<file path="config.mk">
export PLATFORM = sky130hd
export DESIGN_NAME = ldpc_iter_scheduler
export DESIGN_NICKNAME = d
export VERILOG_FILES = /design/src/rtl/ldpc_iter_scheduler.sv
export SDC_FILE = /design/constraint.sdc
export NUM_CORES = 1
export LEC_CHECK = 0
export BUFFER_PORTS_ARGS = -buffer_cell sky130_fd_sc_hd__buf_2
export CAP_MARGIN = 20
export CORE_UTILIZATION = 40
export CTS_CLUSTER_SIZE = 10
export DETAILED_ROUTE_END_ITERATION = 8
export PLACE_DENSITY = 0.7
export SKIP_CTS_REPAIR_TIMING = 1
export SLEW_MARGIN = 10
export SYNTH_ARGS = -nofsm -noshare
export SYNTH_HDL_FRONTEND = slang
export SYNTH_SLANG_ARGS = --single-unit
</file>
<file path="constraint.sdc">
create_clock -name clk -period 4.8 [get_ports clk]
set_input_delay 0.96 -clock clk [delete_from_list [all_inputs] [get_ports clk]]
set_output_delay 0.96 -clock clk [all_outputs]
set_load 0.03 [all_outputs]
</file>
<file path="src/rtl/ldpc_iter_scheduler.sv">
// Frame sequencer for the LDPC PE array: load, alternating CNU/VNU sweeps with
// syndrome-based early stop, then read-out of the decoded words.
//
// state       | meaning
// ------------+-----------------------------------------------------------
// S_IDLE      | waiting for start
// S_LOAD      | accepting L intrinsic words (int_valid stalls)
// S_CNU       | check-node sweep, one address per cycle
// S_CNU_FLUSH | CNU pipeline writeback, CNU_LAT cycles
// S_CHECK     | decide: converged / iteration limit / another VNU pass
// S_VNU       | variable-node sweep, one address per cycle
// S_VNU_FLUSH | VNU pipeline writeback, VNU_LAT cycles
// S_READ      | L read addresses, plus one tail cycle for the last out_valid
// S_DONE      | one-cycle done pulse
module ldpc_iter_scheduler #(
    parameter int L          = 32,
    parameter int ADDR_WIDTH = 5,
    parameter int K          = 6,
    parameter int MAX_ITER   = 8,
    parameter int ITER_WIDTH = 4,
    parameter int CNU_LAT    = 3,
    parameter int VNU_LAT    = 2
) (
    input  logic                  clk,
    input  logic                  reset_n,
    input  logic                  start,
    input  logic                  int_valid,
    output logic                  int_ready,
    output logic                  en,
    output logic [ADDR_WIDTH-1:0] load_add,
    output logic [ADDR_WIDTH-1:0] proc_add,
    output logic                  cnu_phase,
    output logic                  vnu_phase,
    input  logic                  p_valid,
    input  logic [3*K-1:0]        p_bit,
    output logic [ADDR_WIDTH-1:0] read_add,
    output logic                  out_valid,
    output logic                  busy,
    output logic                  done,
    output logic [ITER_WIDTH-1:0] iter_count,
    output logic                  converged
);

    localparam int LAT_MAX = (CNU_LAT > VNU_LAT) ? CNU_LAT : VNU_LAT;
    localparam int LAT_W   = $clog2(LAT_MAX + 1);
    localparam logic [ADDR_WIDTH-1:0] ADDR_LAST = ADDR_WIDTH'(L - 1);
    localparam logic [LAT_W-1:0]      CNU_LOAD  = LAT_W'(CNU_LAT - 1);
    localparam logic [LAT_W-1:0]      VNU_LOAD  = LAT_W'(VNU_LAT - 1);
    localparam logic [ITER_WIDTH-1:0] ITER_MAX  = ITER_WIDTH'(MAX_ITER);

    typedef enum logic [3:0] {
        S_IDLE, S_LOAD, S_CNU, S_CNU_FLUSH, S_CHECK,
        S_VNU, S_VNU_FLUSH, S_READ, S_DONE
    } state_t;

    state_t                  state_q, state_d;
    logic [ADDR_WIDTH-1:0]   addr_q, addr_d;
    logic [LAT_W-1:0]        lat_q, lat_d;
    logic [ITER_WIDTH-1:0]   iter_q, iter_d;
    logic                    conv_q, conv_d;
    logic                    syn_q, syn_d;
    logic                    tail_q, tail_d;
    logic                    out_valid_q, out_valid_d;

    always_ff @(posedge clk) begin
        if (!reset_n) begin
            state_q     <= S_IDLE;
            addr_q      <= '0;
            lat_q       <= '0;
            iter_q      <= '0;
            conv_q      <= 1'b0;
            syn_q       <= 1'b0;
            tail_q      <= 1'b0;
            out_valid_q <= 1'b0;
        end else begin
            state_q     <= state_d;
            addr_q      <= addr_d;
            lat_q       <= lat_d;
            iter_q      <= iter_d;
            conv_q      <= conv_d;
            syn_q       <= syn_d;
            tail_q      <= tail_d;
            out_valid_q <= out_valid_d;
        end
    end

    always_comb begin
        state_d     = state_q;
        addr_d      = addr_q;
        lat_d       = lat_q;
        iter_d      = iter_q;
        conv_d      = conv_q;
        syn_d       = syn_q;
        tail_d      = tail_q;
        out_valid_d = 1'b0;
        int_ready   = 1'b0;
        en          = 1'b0;
        load_add    = '0;
        proc_add    = '0;
        read_add    = '0;
        cnu_phase   = 1'b0;
        vnu_phase   = 1'b0;
        busy        = 1'b1;
        done        = 1'b0;

        case (state_q)
            S_IDLE: begin
                busy = 1'b0;
                if (start) begin
                    state_d = S_LOAD;
                    addr_d  = '0;
                    iter_d  = '0;
                    conv_d  = 1'b0;
                end
            end
            S_LOAD: begin
                int_ready = 1'b1;
                if (int_valid) begin
                    en       = 1'b1;
                    load_add = addr_q;
                    if (addr_q == ADDR_LAST) begin
                        addr_d  = '0;
                        syn_d   = 1'b0;
                        state_d = S_CNU;
                    end else begin
                        addr_d = addr_q + ADDR_WIDTH'(1);
                    end
                end
            end
            S_CNU, S_CNU_FLUSH: begin
                en        = 1'b1;
                cnu_phase = 1'b1;
                proc_add  = addr_q;
                if (p_valid) begin
                    syn_d = syn_q | (|p_bit);
                end
                if (state_q == S_CNU) begin
                    if (addr_q == ADDR_LAST) begin
                        lat_d   = CNU_LOAD;
                        state_d = S_CNU_FLUSH;
                    end else begin
                        addr_d = addr_q + ADDR_WIDTH'(1);
                    end
                end else if (lat_q == '0) begin
                    state_d = S_CHECK;
                end else begin
                    lat_d = lat_q - LAT_W'(1);
                end
            end
            S_CHECK: begin
                addr_d = '0;
                tail_d = 1'b0;
                if (!syn_q) begin
                    conv_d  = 1'b1;
                    state_d = S_READ;
                end else if (iter_q == ITER_MAX) begin
                    state_d = S_READ;
                end else begin
                    state_d = S_VNU;
                end
            end
            S_VNU, S_VNU_FLUSH: begin
                en        = 1'b1;
                vnu_phase = 1'b1;
                proc_add  = addr_q;
                if (state_q == S_VNU) begin
                    if (addr_q == ADDR_LAST) begin
                        lat_d   = VNU_LOAD;
                        state_d = S_VNU_FLUSH;
                    end else begin
                        addr_d = addr_q + ADDR_WIDTH'(1);
                    end
                end else if (lat_q == '0) begin
                    addr_d  = '0;
                    syn_d   = 1'b0;
                    iter_d  = iter_q + ITER_WIDTH'(1);
                    state_d = S_CNU;
                end else begin
                    lat_d = lat_q - LAT_W'(1);
                end
            end
            S_READ: begin
                en       = 1'b1;
                read_add = addr_q;
                // The tail cycle only carries the final out_valid; read_add stays at L-1.
                if (tail_q) begin
                    state_d = S_DONE;
                end else begin
                    out_valid_d = 1'b1;
                    if (addr_q == ADDR_LAST) begin
                        tail_d = 1'b1;
                    end else begin
                        addr_d = addr_q + ADDR_WIDTH'(1);
                    end
                end
            end
            S_DONE: begin
                done    = 1'b1;
                state_d = S_IDLE;
            end
            default: begin
                state_d = S_IDLE;
            end
        endcase
    end

    assign out_valid  = out_valid_q;
    assign iter_count = iter_q;
    assign converged  = conv_q;

endmodule

</file>
==> results.py, run 1 <==
metrics = {
    "outcome": {
        "outcome": "finished, final reports clean",
    },
    "flow_run": {
        "maxCapViolations": 0,
    },
    "synth": {
        "postSynthCellCount": 203,
        "ys_top_cells_by_area": "dfxtp_1 26%, nor2_1 6.4%, ha_1 5.1%",
        "avgSynthCellArea_um2": 7.27,
        "yosys.area.top_type": "dfxtp_1",
        "syn_area_um2": 1480,
        "ys_ff_latch": 19,
        "syn-num-nets": 232,
        "synth_ff_type": "dfxtp_1",
        "seq_area_frac_synth_pct": 25.8,
        "yosysWarnings": 0,
        "synth-edff-count": 0,
        "synth_top_area_share_pct": 25.8,
        "async_reset_ff_share_pct": 0,
        "synth_cell_types": 45,
    },
    "detailed_routing": {
        "highest_layer": "met4",
        "dr_wl_met2_um": 1870,
        "first_pass_iters": 4,
        "wl_per_cell_um": 13.9,
        "m1WireLength_um": 1850,
        "wl_um": 4040,
        "drcViolationCount": 0,
        "antenna_left": 0,
        "met3_length_um": 268,
        "vias": 1615,
        "drt-initial-drc-count": 93,
        "vias_per_cell": 5.55,
    },
    "finish": {
        "area_delta_synth_final_pct": 20.4,
        "drive_gt1_share_pct": 22.4,
        "post-route-util_pct": 51.6,
        "antenna_cells": 0,
        "fill_cells": 351,
        "num-nets-final": 275,
    },
    "placed_design": {
        "gp_congestion": 0.935,
        "dp_hpwl_um": 3010,
        "io_buffers": 49,
    },
    "worst_setup_path": {
        "critical_path.slowest_cell": "dfxtp_1",
        "max_stage_delay_ps": 760,
        "end_kind": "primary output",
        "start_kind": "flip-flop",
        "critical_path_class": "flip-flop to primary output",
        "worst-r2r-setup-slack_ps": 2450,
        "worstPathMaxFanout": 23,
        "arrival_ps": 2180,
        "cp.required_ps": 3840,
        "crit_chain": "nand2b_1 -> nor2_1 -> nor2_1 -> nor2b_1 -> buf_2",
        "path_common_cell": "nor2_1",
        "crit_family": "simple AND/OR/NAND/NOR gates",
        "worst-path-buf-inv": 1,
    },
    "clock_tree": {
        "h-tree-depth": 1,
        "cts_tree": "built",
        "cts_root_buf": "clkbuf_8",
        "clockBufferDepth": 2,
        "worstSkewPairLatency_ps": 260,
        "clock_sinks": 19,
        "cts_made_buffers": 3,
        "path_clk_slew_ps": 80,
    },
    "power": {
        "power.leakage_nw": 0.794,
        "max-vdd-ir-drop_mv": 0.176,
        "power_density_nw_per_um2": 388,
    },
    "grt": {
        "grt_use_total_pct": 22.2,
        "grt_pass1_wl_um": 6980,
        "antenna_found_initial": 0,
        "overflow": 0,
        "grt_max_degree": 29,
        "grt_pass1_vias": 1456,
    },
    "timing": {
        "slew_headroom_pct": 44.3,
        "rsz0062_at_grt": "false",
        "period_share_pct": 65.5,
        "skew_ps": 2.45,
        "setup_viol": 0,
        "slew_viol_final": 0,
        "tightest_slew_ps": 834,
        "max_freq_mhz": 318,
        "tns_ps": 0,
        "period_needed_ps": 3140,
        "final_hold_viol_count": 0,
    },
    "hold_path": {
        "min_path_type": "flip-flop to flip-flop",
    },
    "floorplanning": {
        "start_util_pct": 42.9,
        "rows": 21,
        "die_w_um": 62.7,
        "io_pins": 50,
        "die-height_um": 62.7,
        "dieArea_um2": 3940,
        "core_area_um2": 3440,
    },
}
-- worst reg2reg max path, cell delays in order (launching register included) --
cell      delay (ps)
dfxtp_1          440
ha_1             240
nand3_1          110
inv_1             80
ha_1             300
inv_1            200
ha_1             320
nand2b_1         150
a21oi_1          180
o21ai_0          130
mux2i_1          130
-- placed cells by master, fill, tap and decap left out, types with 3 or more instances in the layout --
master    Yosys  routed
nor2_1       25      25
buf_2         5      49
and2_1        3       3
ha_1          6       6
clkbuf_8      0       3
nand3_1       7       7
mux2i_1       4       4
nor3b_1       4       4
nor4_1        5       5
o211ai_1      4       4
nor3_1        3       3
a211oi_1      3       3
o21ai_0      11      11
dfxtp_1      19      19
or3_1         3       3
and3_1        7       7
a21oi_1      14      14
nand2b_1      7       7
inv_1        12      12
nor2b_1       4       4
nand2_1      18      18
o311ai_0      3       3
-- cells by family after synthesis --
group                    Yosys count  synth area share, %
multiplexers                       4                 2.71
AO/OA/AOI/OAI                     52                 24.3
XOR/XNOR                           4                 2.38
adder cells (fa/ha/maj)            6                 5.09
flip-flops                        19                 25.8
buffers and inverters             23                 6.28
AND/OR/NAND/NOR                   95                 33.4
-- through the flow --
stage          setup slack (ps)  instances  power [W]  hold slack [ps]  instance area (µm²)
3_5_place_dp               1990        287   0.000574              457                 1730
3_3_place_gp               2000        287   0.000571              447                 1730
5_1_grt                    1440        291   0.000747              523                 1780
4_1_cts                    1700        291   0.000690              477                 1780
2_1_floorplan              1940        203   0.000489              437                 1480
6_report                   1660        291   0.000689              473                 1780
-- cell type report --
class                           instances  area [µm²]  area share [%]
Clock buffer                            3        41.3            2.32
Clock inverter                          1        5.00           0.282
Inverter                               12        45.0            2.54
Multi-Input combinational cell        161        1000            56.4
Sequential cell                        19         380            21.4
Tap cell                               46        57.6            3.24
Timing Repair Buffer                   49         245            13.8
-- per-layer routing --
metal,GRT usage [%],vias to the layer above
met5,0,-
met4,9.30,0
met3,2.74,5
met2,35.3,64
met1,30.0,718
li1,-,828
-- power breakdown --
part           total (W)  switching (W)  leakage [nW]  internal, W
Sequential      0.000236      0.0000578         0.154     0.000178
Combinational   0.000337       0.000217         0.614     0.000119
Clock           0.000117      0.0000586        0.0255    0.0000579
-- state kept, by name, indices dropped and copies added (netlist names) --
signal / flops
addr_q: 5
iter_count: 4
state_q: 4
lat_q: 2
converged: 1
out_valid: 1
syn_q: 1
tail_q: 1
-- path summary, 6_finish.rpt --
kind / endpoint / cells after the start / start
max: proc_add[2] / 5 / state_q[1]$_SDFFE_PN0P_
min: converged$_SDFFE_PN0P_ / 2 / converged$_SDFFE_PN0P_
max reg2reg: addr_q[0]$_SDFFE_PN0P_ / 10 / addr_q[1]$_SDFFE_PN0P_
min reg2reg: converged$_SDFFE_PN0P_ / 2 / converged$_SDFFE_PN0P_
-- cells in the mapped netlist (4+ instances only) --
cell / instances
nor2_1: 25
nor4_1: 5
nand3_1: 7
nor3b_1: 4
dfxtp_1: 19
buf_2: 5
nor2b_1: 4
o21ai_0: 11
mux2i_1: 4
nand2b_1: 7
and3_1: 7
inv_1: 12
nand2_1: 18
o211ai_1: 4
clkbuf_1: 5
ha_1: 6
a21oi_1: 14
Power figures use the tool's default switching activity.
==> inputs of run 2 (changes only) <==
- PLACE_DENSITY: 0.7 -> 0.72
- clock period: 4.8 -> 2.8 ns (I/O delays scaled with it)
==> results.py, run 2 (synthesis gave the netlist of run 1 again) <==
metrics = {
    "worst_setup_path": {
        "critical_path.slowest_cell": "dfxtp_1",
        "start_kind": "flip-flop",
        "worst-r2r-setup-slack_ps": 670,
        "critical_path_class": "flip-flop to primary output",
        "r2r-start": "addr_q[1]$_SDFFE_PN0P_",
        "path_common_cell": "nor2_1",
        "max_stage_delay_ps": 640,
        "crit_family": "simple AND/OR/NAND/NOR gates",
        "ff2ff_path_depth": 10,
        "timing.rr.end": "addr_q[0]$_SDFFE_PN0P_",
        "end_kind": "primary output",
        "cp.required_ps": 2240,
        "crit_chain": "nand2b_1 -> nor2_1 -> nor2_1 -> nor2b_1 -> buf_2",
        "worst-path-buf-inv": 1,
        "worstPathMaxFanout": 15,
        "arrival_ps": 2020,
    },
    "finish": {
        "drive_gt1_share_pct": 23.0,
        "layout_common_cells": "49 x buf_2, 25 x nor2_1, 19 x dfxtp_1",
        "fill_cells": 338,
        "regMostFlops": "addr_q",
        "final_common_cell": "buf_2",
        "antenna_cells": 0,
        "fin_area_um2": 1800,
        "post-route-util_pct": 52.2,
        "largest_register_ff_count": 5,
        "num-nets-final": 278,
        "area_delta_synth_final_pct": 21.9,
    },
    "timing": {
        "holdWs_ps": 472,
        "tightest_slew_ps": 590,
        "skew_ps": 6.26,
        "slew_viol_final": 0,
        "slew_headroom_pct": 60.1,
        "max_freq_mhz": 387,
        "period_needed_ps": 2580,
        "period_share_pct": 92.2,
        "final_hold_viol_count": 0,
        "rsz0062_at_grt": "false",
        "setup_viol": 0,
        "tns_ps": 0,
    },
    "floorplanning": {
        "die-height_um": 62.7,
        "die_w_um": 62.7,
        "rows": 21,
        "io_pins": 50,
        "start_util_pct": 42.9,
        "dieArea_um2": 3940,
        "core_area_um2": 3440,
    },
    "grt": {
        "overflow": 0,
        "grt_use_total_pct": 21.7,
        "antenna_found_initial": 0,
        "grt_max_degree": 19,
        "grt_pass1_wl_um": 6990,
        "grt_pass1_vias": 1513,
    },
    "clock_tree": {
        "clock_sinks": 19,
        "clockBufferDepth": 2,
        "cts_root_buf": "clkbuf_8",
        "cts_tree": "built",
        "cts_made_buffers": 3,
        "path_clk_slew_ps": 70,
        "worstSkewPairLatency_ps": 260,
        "h-tree-depth": 1,
    },
    "placed_design": {
        "gp_congestion": 0.833,
        "dp_hpwl_um": 3090,
        "placed_area_um2": 1750,
        "io_buffers": 49,
    },
    "detailed_routing": {
        "vias_per_cell": 5.59,
        "first_pass_iters": 4,
        "wl_per_cell_um": 14.0,
        "drt-initial-drc-count": 62,
        "vias": 1643,
        "drcViolationCount": 0,
        "wl_um": 4110,
        "antenna_left": 0,
    },
    "outcome": {
        "outcome": "finished, final reports clean",
    },
    "hold_path": {
        "min_path_type": "flip-flop to flip-flop",
        "min_path_cells": 2,
        "hold_end": "converged$_SDFFE_PN0P_",
        "hold_start": "converged$_SDFFE_PN0P_",
    },
    "flow_run": {
        "maxCapViolations": 0,
    },
    "power": {
        "power.leakage_nw": 0.807,
        "max-vdd-ir-drop_mv": 0.571,
        "power_density_nw_per_um2": 672,
        "p_total_w": 0.00121,
    },
}
==> run 2: where the power goes <==
part	internal [W]	switching (W)
combinational	0.000219	0.000418
clock	0.000101	0.0000937
sequential	0.000305	0.0000702
==> run 2: worst max-delay path by stage <==
| stage | cells past startpoint | endpoint | start | slack [ps] |
|---|---|---|---|---|
| 2_1_floorplan | 5 | proc_add[1] | state_q[0]$_SDFFE_PN0P_ | 340 |
| 3_3_place_gp | 5 | proc_add[1] | state_q[3]$_SDFFE_PN0P_ | 540 |
| 3_5_place_dp | 5 | proc_add[2] | state_q[3]$_SDFFE_PN0P_ | 540 |
| 4_1_cts | 5 | proc_add[2] | state_q[3]$_SDFFE_PN0P_ | 240 |
| 5_1_grt | 5 | proc_add[3] | state_q[3]$_SDFFE_PN0P_ | 50 |
| 6_report | 5 | proc_add[2] | state_q[3]$_SDFFE_PN0P_ | 220 |
==> run 2: final cells by class <==
cell class,count,area [µm²],share of cell area (%)
Inverter,12,45.0,2.51
Multi-Input combinational cell,161,1000,55.7
Tap cell,46,57.6,3.20
Timing Repair Buffer,52,268,14.9
Clock buffer,4,45.0,2.51
Sequential cell,19,380,21.2
==> run 2: per-layer routing <==
layer  global-route usage, %  vias to the layer above  share of wire, %  routed length (µm)
met5                       0                        -                 0                   0
met2                    36.1                       61                49                2010
met4                    5.23                        0               1.0                  42
met1                    28.7                      748                43                1790
met3                    3.65                        4               6.5                 269
li1                        -                      830                 -                   -
==> run 2: through the flow <==
step | instances | setup WS (ps)
2_1_floorplan | 203 | 337
3_3_place_gp | 290 | 540
3_5_place_dp | 290 | 538
4_1_cts | 294 | 236
5_1_grt | 294 | 52.4
6_report | 294 | 218
==> run 2: worst register-to-register path: stages, from the launching register on <==
cell and delay [ps]:
dfxtp_1 420, ha_1 210, nand3_1 110, inv_1 70, ha_1 250, inv_1 160, ha_1 320, nand2b_1 150
a21oi_1 130, o21ai_0 110, mux2i_1 120
